===== src/rtl/dest_reg_scoreboard.sv =====
// dest_reg_scoreboard
//
// Carries the destination register picked by the rt/rd destination mux down a
// fixed-depth shift pipeline to the register-file write port, and raises a
// read-after-write stall when the issuing instruction reads a register that
// still has a write in flight.
//
// Ports:
//   clk          rising-edge clock
//   rst_n        asynchronous active-low reset
//   issue_valid  instruction presented for issue this cycle
//   issue_dest   destination register of the issuing instruction
//   issue_wen    issuing instruction writes a register
//   rs_addr      source register A of the issuing instruction
//   rs_used      issuing instruction reads rs
//   rt_addr      source register B of the issuing instruction
//   rt_used      issuing instruction reads rt
//   flush        synchronous squash of all younger in-flight entries
//   stall        hazard, issue not accepted this cycle (combinational)
//   wb_valid     writeback stage holds an entry (registered)
//   wb_wen       register-file write enable (registered)
//   wb_dest      register-file write address (registered)
//   pending_cnt  in-flight entries that will write a nonzero register

module dest_reg_scoreboard #(
    parameter int DEPTH = 3,
    parameter int REG_W = 5
) (
    input  logic                         clk,
    input  logic                         rst_n,
    input  logic                         issue_valid,
    input  logic [REG_W-1:0]             issue_dest,
    input  logic                         issue_wen,
    input  logic [REG_W-1:0]             rs_addr,
    input  logic                         rs_used,
    input  logic [REG_W-1:0]             rt_addr,
    input  logic                         rt_used,
    input  logic                         flush,
    output logic                         stall,
    output logic                         wb_valid,
    output logic                         wb_wen,
    output logic [REG_W-1:0]             wb_dest,
    output logic [$clog2(DEPTH+1)-1:0]   pending_cnt
);

    localparam int CNT_W = $clog2(DEPTH+1);

    // Stage 0 is the youngest entry; stage DEPTH-1 drives the write port.
    logic [DEPTH-1:0] stg_valid;
    logic [DEPTH-1:0] stg_wen;
    logic [REG_W-1:0] stg_dest [DEPTH];

    logic [DEPTH-1:0] nxt_valid;
    logic [DEPTH-1:0] nxt_wen;
    logic [REG_W-1:0] nxt_dest [DEPTH];
    logic [CNT_W-1:0] nxt_cnt;

    logic rs_busy;
    logic rt_busy;
    logic accept;

    // Busy lookup over every stage, including the one writing back this
    // cycle: there is no bypass, so that register is still unreadable.
    // Register 0 is hardwired, so entries targeting it never block anyone.
    always_comb begin
        rs_busy = 1'b0;
        rt_busy = 1'b0;
        for (int i = 0; i < DEPTH; i++) begin
            if (stg_valid[i] && stg_wen[i] && (stg_dest[i] != '0)) begin
                if (stg_dest[i] == rs_addr) rs_busy = 1'b1;
                if (stg_dest[i] == rt_addr) rt_busy = 1'b1;
            end
        end
    end

    // Only in-flight entries are compared, so an instruction reading its own
    // destination does not stall on itself.
    assign stall  = issue_valid & ((rs_used & rs_busy) | (rt_used & rt_busy));
    assign accept = issue_valid & ~stall;

    // Next pipeline contents. The pipeline always advances; a stalled or
    // absent issue becomes an all-zero bubble. On flush every younger entry
    // is dropped, while the current writeback entry still leaves normally.
    always_comb begin
        nxt_valid = '0;
        nxt_wen   = '0;
        for (int i = 0; i < DEPTH; i++) begin
            nxt_dest[i] = '0;
        end
        if (!flush) begin
            nxt_valid[0] = accept;
            nxt_wen[0]   = accept & issue_wen;
            nxt_dest[0]  = (accept && issue_wen) ? issue_dest : '0;
            for (int i = 1; i < DEPTH; i++) begin
                nxt_valid[i] = stg_valid[i-1];
                nxt_wen[i]   = stg_wen[i-1];
                nxt_dest[i]  = stg_dest[i-1];
            end
        end
        nxt_cnt = '0;
        for (int i = 0; i < DEPTH; i++) begin
            if (nxt_valid[i] && nxt_wen[i] && (nxt_dest[i] != '0)) begin
                nxt_cnt = nxt_cnt + CNT_W'(1);
            end
        end
    end

    // State register. Reset drops every in-flight entry at once, which also
    // clears the stall and suppresses any pending writeback.
    always_ff @(posedge clk or negedge rst_n) begin
        if (!rst_n) begin
            stg_valid   <= '0;
            stg_wen     <= '0;
            for (int i = 0; i < DEPTH; i++) begin
                stg_dest[i] <= '0;
            end
            pending_cnt <= '0;
        end else begin
            stg_valid   <= nxt_valid;
            stg_wen     <= nxt_wen;
            for (int i = 0; i < DEPTH; i++) begin
                stg_dest[i] <= nxt_dest[i];
            end
            pending_cnt <= nxt_cnt;
        end
    end

    assign wb_valid = stg_valid[DEPTH-1];
    assign wb_wen   = stg_wen[DEPTH-1];
    assign wb_dest  = stg_dest[DEPTH-1];

endmodule


===== config.mk =====
export PLATFORM = sky130hd
export DESIGN_NAME = dest_reg_scoreboard
export DESIGN_NICKNAME = d
export VERILOG_FILES = /design/src/rtl/dest_reg_scoreboard.sv
export SDC_FILE = /design/constraint.sdc
export NUM_CORES = 1
export LEC_CHECK = 0
export BUFFER_PORTS_ARGS = -buffer_cell sky130_fd_sc_hd__buf_2
export CORE_MARGIN = 2
export CORE_UTILIZATION = 50
export DETAILED_ROUTE_END_ITERATION = 6
export PLACE_DENSITY = 0.79
export SYNTH_ARGS = -nofsm -noshare
export SYNTH_HDL_FRONTEND = slang
export SYNTH_SLANG_ARGS = --single-unit

===== constraint.sdc =====
create_clock -name clk -period 5.5 [get_ports clk]
set_input_delay 0.275 -clock clk [delete_from_list [all_inputs] [get_ports clk]]
set_output_delay 0.275 -clock clk [all_outputs]
set_load 0.02 [all_outputs]

==> Word-level counts from Yosys, hierarchy flattened <==
Index checks and enable logic that the tools add are counted.
{ "word_totals": {"ff_bits": 23, "inputBits": 22, "out_inout_bits": 10, "wordCells": 59} }
{ "op_classes": {"add_sub_neg": 2, "n_eq_ne": 6, "n_mux": 19, "n_bitwise": 7, "reduce_logical": 19} }
{ "op_table": {"columns": ["operator", "count"], "rows": [
  ["equality test 5 bit", 6],
  ["nonzero test 5 bit", 6],
  ["two-way mux 15 bit", 1],
  ["logical AND 1 bit", 13],
  ["two-way mux 1 bit", 13],
  ["two-way mux 3 bit", 2],
  ["bitwise AND 1 bit", 5],
  ["two-way mux 5 bit", 1],
  ["adder 2 x 1 -> 2 bit, second input constant", 2],
  ["two-way mux 2 bit", 2],
  ["inverter 1 bit", 1],
  ["bitwise OR 1 bit", 1]
]} }

==> Longest topological paths before layout <==
Gate-level depths: netlist (run 1).
{ "depth": {"ltp_word": 22, "ltp_mapped": 9, "mapped_depth_nobuf": 9} }

==> Worst setup path after synthesis (run 1) <==
No wires, ideal clock.
{ "synth_path": {"kind": "reg2reg", "start": "register stg_dest, in the netlist wb_dest[1]", "end": "register pending_cnt[0]", "setup_ns": 0.123, "arrival_time_ns": 2.389, "required_time_ns": 5.377, "path_slack_ns": 2.988, "path_stages_with_launch": 9, "path_buffers": 0, "synth_period_minus_slack_ns": 2.512, "path_cell_list": "dfrtp_1 -> or4_1 -> o211ai_1 -> nor4_1 -> o31ai_1 -> nand2_2 -> or3_1 -> ha_1 -> xnor2_1"} }
{ "synth_via": {"elab_chain_len": 18, "elab_cells_between_ends": 28, "classes_between": "2 x add/sub; 2 x eq/ne; 11 x mux; 7 x bitwise; 6 x reduce/logical"} }
{ "synth_lines": {"columns": ["element", "line", "source"], "rows": [
  ["start: declaration", "51", "logic [REG_W-1:0] stg_dest [DEPTH];"],
  ["start signal: indexed assignment", "122", "stg_dest[i] <= nxt_dest[i];"],
  ["equality test 5 bit (tied with other cells)", "70", "if (stg_dest[i] == rs_addr) rs_busy = 1'b1;"],
  ["two-way mux 1 bit (tied with other cells)", "70", null],
  ["two-way mux 1 bit", "69", "if (stg_valid[i] && stg_wen[i] && (stg_dest[i] != '0)) begin"],
  ["bitwise AND 1 bit", "78", "assign stall = issue_valid & ((rs_used & rs_busy) | (rt_used & rt_busy));"],
  ["bitwise OR 1 bit (*)", "78", null],
  ["bitwise AND 1 bit (*)", "78", null],
  ["inverter 1 bit (*)", "79", "assign accept = issue_valid & ~stall;"],
  ["bitwise AND 1 bit (*)", "79", null],
  ["[... 3 more ...]", null, null],
  ["nonzero test 5 bit", "102", "if (nxt_valid[i] && nxt_wen[i] && (nxt_dest[i] != '0)) begin"],
  ["logical AND 1 bit (*)", "102", null],
  ["two-way mux 1 bit (*)", "102", null],
  ["adder 2 x 1 -> 2 bit", "103", "nxt_cnt = nxt_cnt + CNT_W'(1);"],
  ["two-way mux 2 bit (*)", "102", null],
  ["adder 2 x 1 -> 2 bit", "103", null],
  ["two-way mux 2 bit (*)", "102", null],
  ["net nxt_cnt[0]", "56", "logic [CNT_W-1:0] nxt_cnt;"],
  ["end signal: assignment", "124", "pending_cnt <= nxt_cnt;"],
  ["end: declaration", "43", "output logic [$clog2(DEPTH+1)-1:0] pending_cnt"]
]} }
Mark *: on every way through the listed nets, which the timed path passes. The rest lies on a longest branch.

==> Worst setup path in the final report (run 1) <==
Same ends and word-level chain as after synthesis.

==> results of run 1 <==
[worst reg2reg max path, cell delays in order (launching register included)]
cell	delay, ns
dfrtp_1	0.44
or4_1	0.54
o211ai_1	0.24
nor4_1	0.11
o31ai_1	0.31
nand2_2	0.20
or3_1	0.41
ha_1	0.31
xnor2_1	0.13
[layer usage]
layer,track usage [%],vias up,part of all wire (%)
met5,0,-,0
met1,22.5,474,42
met4,7.50,0,1.4
met2,34.5,38,50
li1,-,470,-
met3,2.46,5,6.8
[timing repair]
item,4_1_cts,5_1_grt
hold buffers,1,0
resized for setup,0,0
endpoints found under the hold margin,23,0
endpoints found under the setup margin,0,0
setup buffers,0,0
[state kept, by name, summed over array words and instances, names as in the netlist]
name and cells:
stg_dest 10, wb_dest 5, stg_valid 3, stg_wen 3
pending_cnt 2
[through the flow]
step | instance area [µm²] | instances
5_1_grt | 1470 | 184
2_1_floorplan | 1280 | 124
6_report | 1470 | 184
3_5_place_dp | 1430 | 179
4_1_cts | 1470 | 184
3_3_place_gp | 1430 | 179
[cell type report]
cell class              count  area (µm²)  share of cell area [%]
multi-input cells          89         642                    43.7
inverters                   6        22.5                    1.53
clock buffers               4        26.3                    1.79
flip-flops and latches     23         576                    39.2
well taps                  30        37.5                    2.56
repair buffers             32         165                    11.2
[cell usage after synthesis]
| library cell | number |
|---|---|
| dfrtp_1 | 23 |
| xnor2_1 | 18 |
| nor2b_1 | 14 |
| xor2_1 | 13 |
| nor3_1 | 7 |
| inv_1 | 6 |
| nand3_1 | 6 |
| nor4_1 | 6 |
| buf_4 | 5 |
| nand2_1 | 4 |
| nor2_1 | 3 |
| or4_1 | 3 |
| and2_1 | 2 |
| ha_1 | 2 |
| clkbuf_1 | 1 |
| nand2_2 | 1 |
| nand3b_1 | 1 |
| nand4_1 | 1 |
| nor3b_1 | 1 |
| o211ai_1 | 1 |
| o211ai_2 | 1 |
| o21ai_0 | 1 |
| o31ai_1 | 1 |
| o31ai_4 | 1 |
| or2_2 | 1 |
| or3_1 | 1 |
[cells by family after synthesis]
logic type / Yosys count
XOR/XNOR: 31
buffers and inverters: 12
AND/OR/NAND/NOR: 51
AO/OA/AOI/OAI: 5
flip-flops: 23
adder cells (fa/ha/maj): 2
[where the power goes]
group | total, mW | switching, mW | internal (mW) | leakage [nW]
registers | 0.176 | 0.00351 | 0.173 | 0.316
clock network | 0.0774 | 0.0490 | 0.0284 | 0.0150
logic | 0.0424 | 0.0234 | 0.0190 | 0.416
[final timing paths]
path                                  endpoint  slack (ns)  cells after the start     startpoint
worst max-delay path            pending_cnt[0]        2.72                      8     wb_dest[1]
worst min-delay path              stg_dest[13]        0.19                      3  issue_dest[3]
worst max register to register  pending_cnt[0]        2.72                      8     wb_dest[1]
worst min register to register    stg_valid[1]        0.54                      1   stg_valid[0]
max in group asynchronous           stg_wen[1]        4.71                      2          rst_n
min in group asynchronous           wb_dest[1]        0.44                      2          rst_n
==> key figures, run 1 <==
Clocking
  – CTS tree: done
  – CTS clock-pin slew for the worst setup and hold paths: 0.12 ns
  – Num CTS Buffers: 3
  – Clock sink count: 23
  – CTS max path bufs: 2
  – CTS root buffer: clkbuf_4
  – Clock latency on the worst-skew pair: 0.32 ns
  – Depth of the CTS H-tree: 1

Die
  – Starting Density: between 50% and 60%
  – Die span in y: roughly 55 µm
  – Total die area: 2980 µm²
  – Die X: ~55 µm
  – # rows: 18
  – Core box area: around 2500 µm²
  – # IOs: 32

Routing
  – ANT nets after route: 0
  – Detailed-route via count: 987
  – DR pass1 iterations: 4
  – DR vias/cell: roughly 5.4
  – Drt total wl: between 2 and 3 mm
  – WL/cell: 14.4 µm
  – Drt initial violations: 18
  – Drt drc: 0

Finish
  – Fin util: between 50% and 60%
  – Most frequent cells in the layout: buf_2, dfrtp_1, xnor2_1
  – ANT cells: 0
  – Share of layout cells above drive strength 1: roughly 25%
  – Area growth, synth to finish: 14.6%
  – Final nets: ~180
  – Number of fill cells: around 210
  – Commonest non-fill, non-tap cell in the layout: buf_2

Worst setup path
  – CP Data Arrival Time: around 3.0 ns
  – CP Launch Type: flip-flop
  – Worst Setup End Kind: flip-flop
  – Crit path largest cell delay: around 0.54 ns
  – Slowest stage cell, crit path: or4_1
  – Crit path max fanout: 10
  – Top Family by Delay on Critical Path: simple AND/OR/NAND/NOR gates
  – Kind of critical path: reg2reg
  – Req. time, crit path: between 5 and 6 ns
  – Crit path cell chain: or4_1 > o211ai_1 > nor4_1 > o31ai_1 > nand2_2 > or3_1 > ha_1 > xnor2_1
  – Critical path buffers and inverters: 0

Timing
  – Max Clk Rate: ~0.36 GHz
  – Final Max Slew Viols: 0
  – Sum Neg Setup Slack: 0 ns
  – Clock Skews: about 0.011 ns
  – Rel. slew slack: a little over 60%
  – Final setup violation count: 0
  – Hold Vio Cnt, Final: 0
  – Tcrit/Tclk final: about half
  – Worst-Margin Slew: approximately 0.56 ns
  – Final min period: ~2.8 ns
  – Fin worst setup slack: roughly 2.7 ns
  – Unrepaired setup endpoints after global routing: false
  – WHS: between 0.15 and 0.2 ns

Synth
  – Seq cells post-synth: 23
  – Post-synth net total: around 150
  – Area contributors post-synth: dfrtp_1, xnor2_1, xor2_1
  – Yosys top cell area share: 44.9%
  – Post-Synthesis Cell Area: roughly 1300 µm²
  – Register area share after synthesis: 44.9%
  – Fraction of the mapped netlist area in compound gates: approximately 4.2%
  – Post-synthesis mux area share: 0%
  – Synth Area in XOR/XNOR: a little over a fifth
  – Post-Syn Area per Cell: 10.3 µm²
  – Mapped Cells: 124
  – Simple-gate share of the synthesized area: ~23%
  – Post-synth cell types: 26
  – Adder-Cell Fraction of Synth Area: just under 2%
  – Synth warnings: 0
  – Largest family of logic cells by synthesized area: simple AND/OR/NAND/NOR gates
  – Largest area contributor in the netlist: dfrtp_1

Global route
  – Total track usage: 19.1%
  – Vias in the first global route: 913
  – Pin count of the biggest net entering global routing: 24
  – Initial antenna violation count: 0
  – GR Overflow Total: 0
  – First-pass GRT wire length: 3.86 mm

Placed design
  – I/O Buffers: 31
  – Pre-CTS setup slack: 2.74 ns
  – RePlAce Congestion: between 0.8 and 0.9
  – HPWL after DPL: 2.11 mm

Flow run
  – Max cap viols: 0

Min path
  – Hold Path Class: in2reg

Pwr
  – Max VDD drop: between 100 and 150 µV
  – Leak: around 0.75 nW
  – Power density over cell area: 201 nW/µm²
  – Design Power: just under 0.3 mW

Run status
  – Status: finished, final reports clean
(Power assumes the default switching activity.)
==> inputs of run 2 (changes only) <==
Clock period 5.5 ns to 2.9 ns, I/O delays scaled along.
==> run 2 against run 1 <==
  * Utilization grew 0.051 points
  * Via count down 2.9%
  * Sequential cell count stayed put
  * Global-route usage increased by 0.37 points
  * Critical path depth unchanged
  * Register-to-register slack worse by 2.5 ns
  * Combinational power up 90%
  * First-iteration DRC count grew 28%
  * Die area unchanged
  * Clock skew fell by 0.010 ns
==> key figures, run 2 (synthesized netlist as in run 1, its figures left out) <==
Timing
  – Clock Skews: 0.00105 ns (-0.0102 ns)
  – Final setup violation count: 0 (unchanged)
  – Sum Neg Setup Slack: 0 ns (unchanged)
  – Fin worst setup slack: 0.178 ns (-2.54 ns)
  – Rel. slew slack: 63.2% (+1.2 points)
  – Worst-Margin Slew: 0.547 ns (-0.0175 ns)
  – Final Max Slew Viols: 0 (unchanged)
  – Max Clk Rate: 0.367 GHz (+2.1%)
  – Unrepaired setup endpoints after global routing: false
  – Final min period: 2.72 ns (-0.0582 ns)
  – Tcrit/Tclk final: 93.9% (+43 points)
  – Hold Vio Cnt, Final: 0 (unchanged)

Die
  – # IOs: 32 (unchanged)
  – Total die area: 2980 µm² (unchanged)
  – Die span in y: 54.6 µm (unchanged)
  – Starting Density: 52.2% (unchanged)
  – Core box area: 2450 µm² (unchanged)
  – Die X: 54.6 µm (unchanged)
  – # rows: 18 (unchanged)

Finish
  – Most frequent cells in the layout: buf_2, dfrtp_1, xnor2_1
  – Final nets: 179 (unchanged)
  – Layout Cells excl Fill: 184 (unchanged)
  – Number of fill cells: 203 (-4.7%)
  – Max reg flops: 10 (unchanged)
  – Design area: 1470 µm² (about the same)
  – Commonest non-fill, non-tap cell in the layout: buf_2
  – ANT cells: 0 (unchanged)
  – Area growth, synth to finish: 14.7% (about the same)
  – Share of layout cells above drive strength 1: 25.3% (+0.65 points)
  – Top reg by flops: stg_dest

Worst setup path
  – CP Data Arrival Time: 2.94 ns (-0.05 ns)
  – Req. time, crit path: 3.12 ns (-2.59 ns)
  – Critical path buffers and inverters: 0 (unchanged)
  – Crit path cell chain: or4_1 > o211ai_1 > nor4_1 > o31ai_1 > nand2_2 > or3_1 > ha_1 > xnor2_1
  – Crit path depth: 8 (unchanged)
  – Slowest stage cell, crit path: or4_1
  – Reg2Reg Depth: 8 (unchanged)
  – Crit path max fanout: 10 (unchanged)
  – Kind of critical path: reg2reg
  – R2r endpoint: pending_cnt[0]
  – Worst r2r src: wb_dest[1]
  – CP Launch Type: flip-flop
  – Worst reg2reg setup slack: 0.18 ns (-2.54 ns)
  – Top Family by Delay on Critical Path: simple AND/OR/NAND/NOR gates
  – Crit path largest cell delay: 0.54 ns (about the same)
  – Worst Setup End Kind: flip-flop

Routing
  – Drt initial violations: 23 (+5)
  – WL/cell: 14.3 µm (-0.38%)
  – Detailed-route via count: 958 (-2.9%)
  – Drt total wl: 2.64 mm (-0.38%)
  – DR pass1 iterations: 4 (unchanged)
  – Drt drc: 0 (unchanged)
  – ANT nets after route: 0 (unchanged)
  – DR vias/cell: 5.21 (-2.9%)

Pwr
  – Max VDD drop: 308 µV (+130%)
  – Leak: 0.750 nW (+0.37%)
  – Design Power: 0.564 mW (+91%)
  – Power density over cell area: 384 nW/µm² (+90%)

Global route
  – Initial antenna violation count: 0 (unchanged)
  – Pin count of the biggest net entering global routing: 24 (unchanged)
  – GR Overflow Total: 0 (unchanged)
  – Vias in the first global route: 892 (-2.3%)
  – Total track usage: 19.4% (+0.37 points)
  – First-pass GRT wire length: 3.85 mm (-0.36%)

Min path
  – Hold Path Stages: 3 (unchanged)
  – Worst min-delay path startpoint: issue_dest[0]
  – End of the worst hold path: stg_dest[10]
  – Hold Path Class: in2reg

Clocking
  – CTS root buffer: clkbuf_4
  – CTS clock-pin slew for the worst setup and hold paths: 0.12 ns (about the same)
  – Clock sink count: 23 (unchanged)
  – CTS tree: done
  – Num CTS Buffers: 3 (unchanged)
  – CTS max path bufs: 2 (unchanged)
  – Post-CTS Setup Repair Bufs: 0 (unchanged)
  – Depth of the CTS H-tree: 1 (unchanged)
  – Post-cts sizing count: 0 (unchanged)
  – Clock latency on the worst-skew pair: 0.32 ns (about the same)

Placed design
  – Placed insts: 179 (unchanged)
  – Placed instance area: 1430 µm² (unchanged)
  – RePlAce Congestion: 0.828 (-0.12%)
  – Pre-CTS setup slack: 0.198 ns (-2.54 ns)
  – HPWL after DPL: 2.11 mm (+0.33%)
  – I/O Buffers: 31 (unchanged)

Flow run
  – Max cap viols: 0 (unchanged)

Run status
  – Status: finished, final reports clean
## run 2: layout make-up
class	count	area [µm²]	area share, %
Clock buffer	3	22.5	1.53
Clock inverter	1	5.00	0.340
Inverter	6	22.5	1.53
Multi-Input combinational cell	89	642	43.7
Sequential cell	23	576	39.1
Tap cell	30	37.5	2.55
Timing Repair Buffer	32	165	11.2
## run 2: worst max path at each step
stage | start | to | slack, ns
5_1_grt | wb_dest[1] | pending_cnt[0] | 0.06
6_report | wb_dest[1] | pending_cnt[0] | 0.18
2_1_floorplan | wb_dest[1] | pending_cnt[0] | 0.39
3_3_place_gp | wb_dest[1] | pending_cnt[0] | 0.30
3_5_place_dp | wb_dest[1] | pending_cnt[0] | 0.20
4_1_cts | wb_dest[1] | pending_cnt[0] | 0.18
## run 2: power breakdown
part           internal, mW  leakage (nW)  switching [mW]  total [mW]
clock network        0.0517        0.0177          0.0980       0.150
registers             0.327         0.316         0.00666       0.334
logic                0.0360         0.416          0.0444      0.0804
total                 0.415         0.750           0.149       0.564
## run 2: metal layers
metal / up-vias / part of all wire [%] / global-route usage (%)
li1: 469 / - / -
met2: 40 / 48 / 34.3
met3: 8 / 6.6 / 3.01
met1: 441 / 42 / 21.4
met5: - / 0 / 0
met4: 0 / 2.8 / 12.5
## run 2: worst reg2reg max path, cell delays in order, from the launching register on
cell      delay, ns
dfrtp_1        0.44
or4_1          0.54
o211ai_1       0.23
nor4_1         0.10
o31ai_1        0.27
nand2_2        0.19
or3_1          0.41
ha_1           0.31
xnor2_1        0.13
## run 2: timing repair
item                                    in CTS  in global routing
hold buffers                                 1                  0
endpoints found under the setup margin       0                  0
hold endpoints to repair                    23                  0
## run 2: through the flow
step	utilization [%]	hold slack (ns)
global placement	58.4	0.132
CTS	59.9	0.0424
finish	59.9	0.0463
detailed placement	58.4	0.145
global route	59.9	0.0535
floorplan	-	-0.151
==> inputs of run 3 (changes only) <==
Settings changed: ABC_CLOCK_PERIOD_IN_PS from default to 2900, CORE_UTILIZATION 50 to 52, CTS_CLUSTER_SIZE from default to 12, PLACE_DENSITY 0.79 to 0.81.
==> run 3 against run 2 <==
  * Fmax grew 5.6%
  * Worst setup slack better by 0.14 ns
  * Power down 0.90%
  * Highest routed layer is now met3
  * Final cell count fell by 0.54%
  * Non-clock buffer count rose by 1
  * Final area increased by 0.26%
  * Combinational power shrank 1%
  * First-iteration DRC count decreased by 43%
  * Sequential power is essentially flat
  * Critical path type is now reg2out
  * Routed wire length shrank 3.6%
  * Critical path depth unchanged
  * Utilization is 4.9 points higher
==> key figures, run 3 (synthesized netlist as in run 1, its figures left out) <==
Timing
  – Final Max Slew Viols: 0 (unchanged)
  – Final min period: 2.58 ns (-0.144 ns)
  – Fin worst setup slack: 0.321 ns (+0.144 ns)
  – Final setup violation count: 0 (unchanged)
  – Hold Vio Cnt, Final: 0 (unchanged)
  – Rel. slew slack: 57.8% (-5.4 points)
  – Sum Neg Setup Slack: 0 ns (unchanged)
  – Tcrit/Tclk final: 88.9% (-4.9 points)
  – Max Clk Rate: 0.388 GHz (+5.6%)
  – WHS: 0.0530 ns (+0.00670 ns)
  – Unrepaired setup endpoints after global routing: false
  – Clock Skews: 0.00854 ns (+0.00748 ns)
  – Worst-Margin Slew: 0.627 ns (+0.0801 ns)

Finish
  – Layout Cells excl Fill: 183 (-0.54%)
  – Final nets: 180 (+0.56%)
  – Area growth, synth to finish: 15.0%
  – Top reg by flops: stg_dest
  – Design area: 1470 µm² (+0.26%)
  – ANT cells: 0 (unchanged)
  – Commonest non-fill, non-tap cell in the layout: buf_2
  – Most frequent cells in the layout: buf_2, dfrtp_1, xnor2_1
  – Share of layout cells above drive strength 1: 25.2% (-0.16 points)
  – Max reg flops: 10 (unchanged)

Worst setup path
  – CP Data Arrival Time: 2.43 ns (-0.51 ns)
  – Worst Setup End Kind: primary output
  – Req. time, crit path: 2.76 ns (-0.36 ns)
  – Crit path max fanout: 9 (-1)
  – Kind of critical path: reg2out
  – Critical path launch point: stg_dest[7]
  – CP Launch Type: flip-flop
  – Worst r2r src: stg_dest[7]

Global route
  – Vias in the first global route: 931 (+4.4%)
  – First-pass GRT wire length: 4.06 mm (+5.6%)
  – Total track usage: 19.9% (+0.47 points)
  – Pin count of the biggest net entering global routing: 24 (unchanged)
  – GR Overflow Total: 0 (unchanged)
  – Initial antenna violation count: 0 (unchanged)

Pwr
  – Power density over cell area: 379 nW/µm² (-1.2%)
  – Max VDD drop: 269 µV (-13%)
  – Leak: 0.752 nW (+0.36%)
  – Sw Pwr: 0.142 mW (-4.7%)
  – Clock power share: 26.0% (-0.5 points)
  – Seq pwr share: 59.8% (+0.6 points)
  – Sw frac: 25.4% (-1.0 points)
  – Internal Dissipation: 0.417 mW (+0.48%)
  – Gate power share: 14.2% (about the same)

Routing
  – Met3 Wirelength: 136 µm (-22%)
  – Drt drc: 0 (unchanged)
  – Max layer used: met3
  – Metal2 WL: 1.30 mm (+1.6%)
  – Met1 WL: 1.11 mm (about the same)
  – Drt initial violations: 13 (-43%)
  – Drt total wl: 2.55 mm (-3.6%)
  – DR vias/cell: 5.32 (+2.1%)
  – DR pass1 iterations: 4 (unchanged)
  – Detailed-route via count: 973 (+1.6%)
  – WL/cell: 13.9 µm (-3.0%)
  – ANT nets after route: 0 (unchanged)

Die
  – # IOs: 32 (unchanged)
  – # rows: 17 (-1)
  – Core box area: 2280 µm² (-7.3%)
  – Die X: 53.6 µm (-1.8%)
  – Starting Density: 56.3% (+4.1 points)
  – Die span in y: 53.6 µm (-1.8%)
  – Total die area: 2880 µm² (-3.6%)

Placed design
  – Pre-CTS setup slack: 0.347 ns (+0.149 ns)
  – HPWL after DPL: 2.07 mm (-2.0%)
  – Placed instance area: 1440 µm² (+0.35%)
  – RePlAce Congestion: 0.952 (+15%)
  – I/O Buffers: 31 (unchanged)
  – Placed insts: 178 (-0.56%)

Clocking
  – Clock sink count: 23 (unchanged)
  – Num CTS Buffers: 3 (unchanged)
  – Clock latency on the worst-skew pair: 0.31 ns (about the same)
  – Depth of the CTS H-tree: 1 (unchanged)
  – CTS max path bufs: 2 (unchanged)
  – CTS root buffer: clkbuf_4
  – CTS clock-pin slew for the worst setup and hold paths: 0.12 ns (about the same)
  – CTS tree: done
  – Post-cts sizing count: 0 (unchanged)

Min path
  – Worst min-delay path startpoint: issue_dest[0]
  – Hold Path Class: in2reg

Flow run
  – Max cap viols: 0 (unchanged)

Run status
  – Status: finished, final reports clean
==> run 3: cell types whose count changed in the layout (fill, tap and decap cells not counted), sizes merged <==
cell	before	now
buf	31	32
clkbuf	3	4
clkinv	1	0
==> run 3: worst paths after layout <==
path                       cells after the start  slack (ns)        endpoint
max in group asynchronous                      2        2.24     stg_dest[8]
hold / removal                                 3        0.05    stg_dest[10]
hold reg to reg                                1        0.54    stg_valid[1]
min in group asynchronous                      2        0.32    stg_dest[14]
setup reg to reg                               8        0.33  pending_cnt[0]
setup / recovery                               8        0.32           stall
==> run 3: final cells by class <==
cell class                 count  area (µm²)
fill                         189         802
multi-input combinational     89         642
sequential                    23         576
timing repair buffer          33         173
tap                           28        35.0
clock buffer                   4        26.3
inverter                       6        22.5
==> run 3: timing repair <==
action                                 4_1_cts  5_1_grt
hold buffers                                 1        0
setup buffers                                0        0
endpoints found under the hold margin       23        0
==> run 3: routing by layer <==
metal  vias to the layer above  track usage, %
met5                         -               0
met3                         0            2.50
li1                        472               -
met1                       462            23.8
met2                        39            38.1
met4                         0            3.85
==> run 3: critical path: stages (launching register included) <==
cell	delay [ns]
dfrtp_1	0.44
or4_1	0.55
o211ai_2	0.19
nor4_1	0.08
o31ai_1	0.28
nand2_2	0.10
buf_4	0.17
and2_1	0.15
buf_2	0.15
==> run 3: metrics by stage <==
stage               utilization (%)  power [mW]
detailed placement             63.2       0.419
finish                         64.8       0.559
global route                   64.8       0.585
floorplan                         -       0.381
global placement               63.2       0.416
CTS                            64.8       0.561
==> run 3: power by group through the flow <==
stage	Combinational (mW)	Clock [mW]	Sequential (mW)
4_1_cts	0.0805	0.146	0.334
5_1_grt	0.0889	0.161	0.335
6_report	0.0796	0.145	0.334
2_1_floorplan	0.0401	0	0.340
3_3_place_gp	0.0754	0	0.340
3_5_place_dp	0.0790	0	0.340
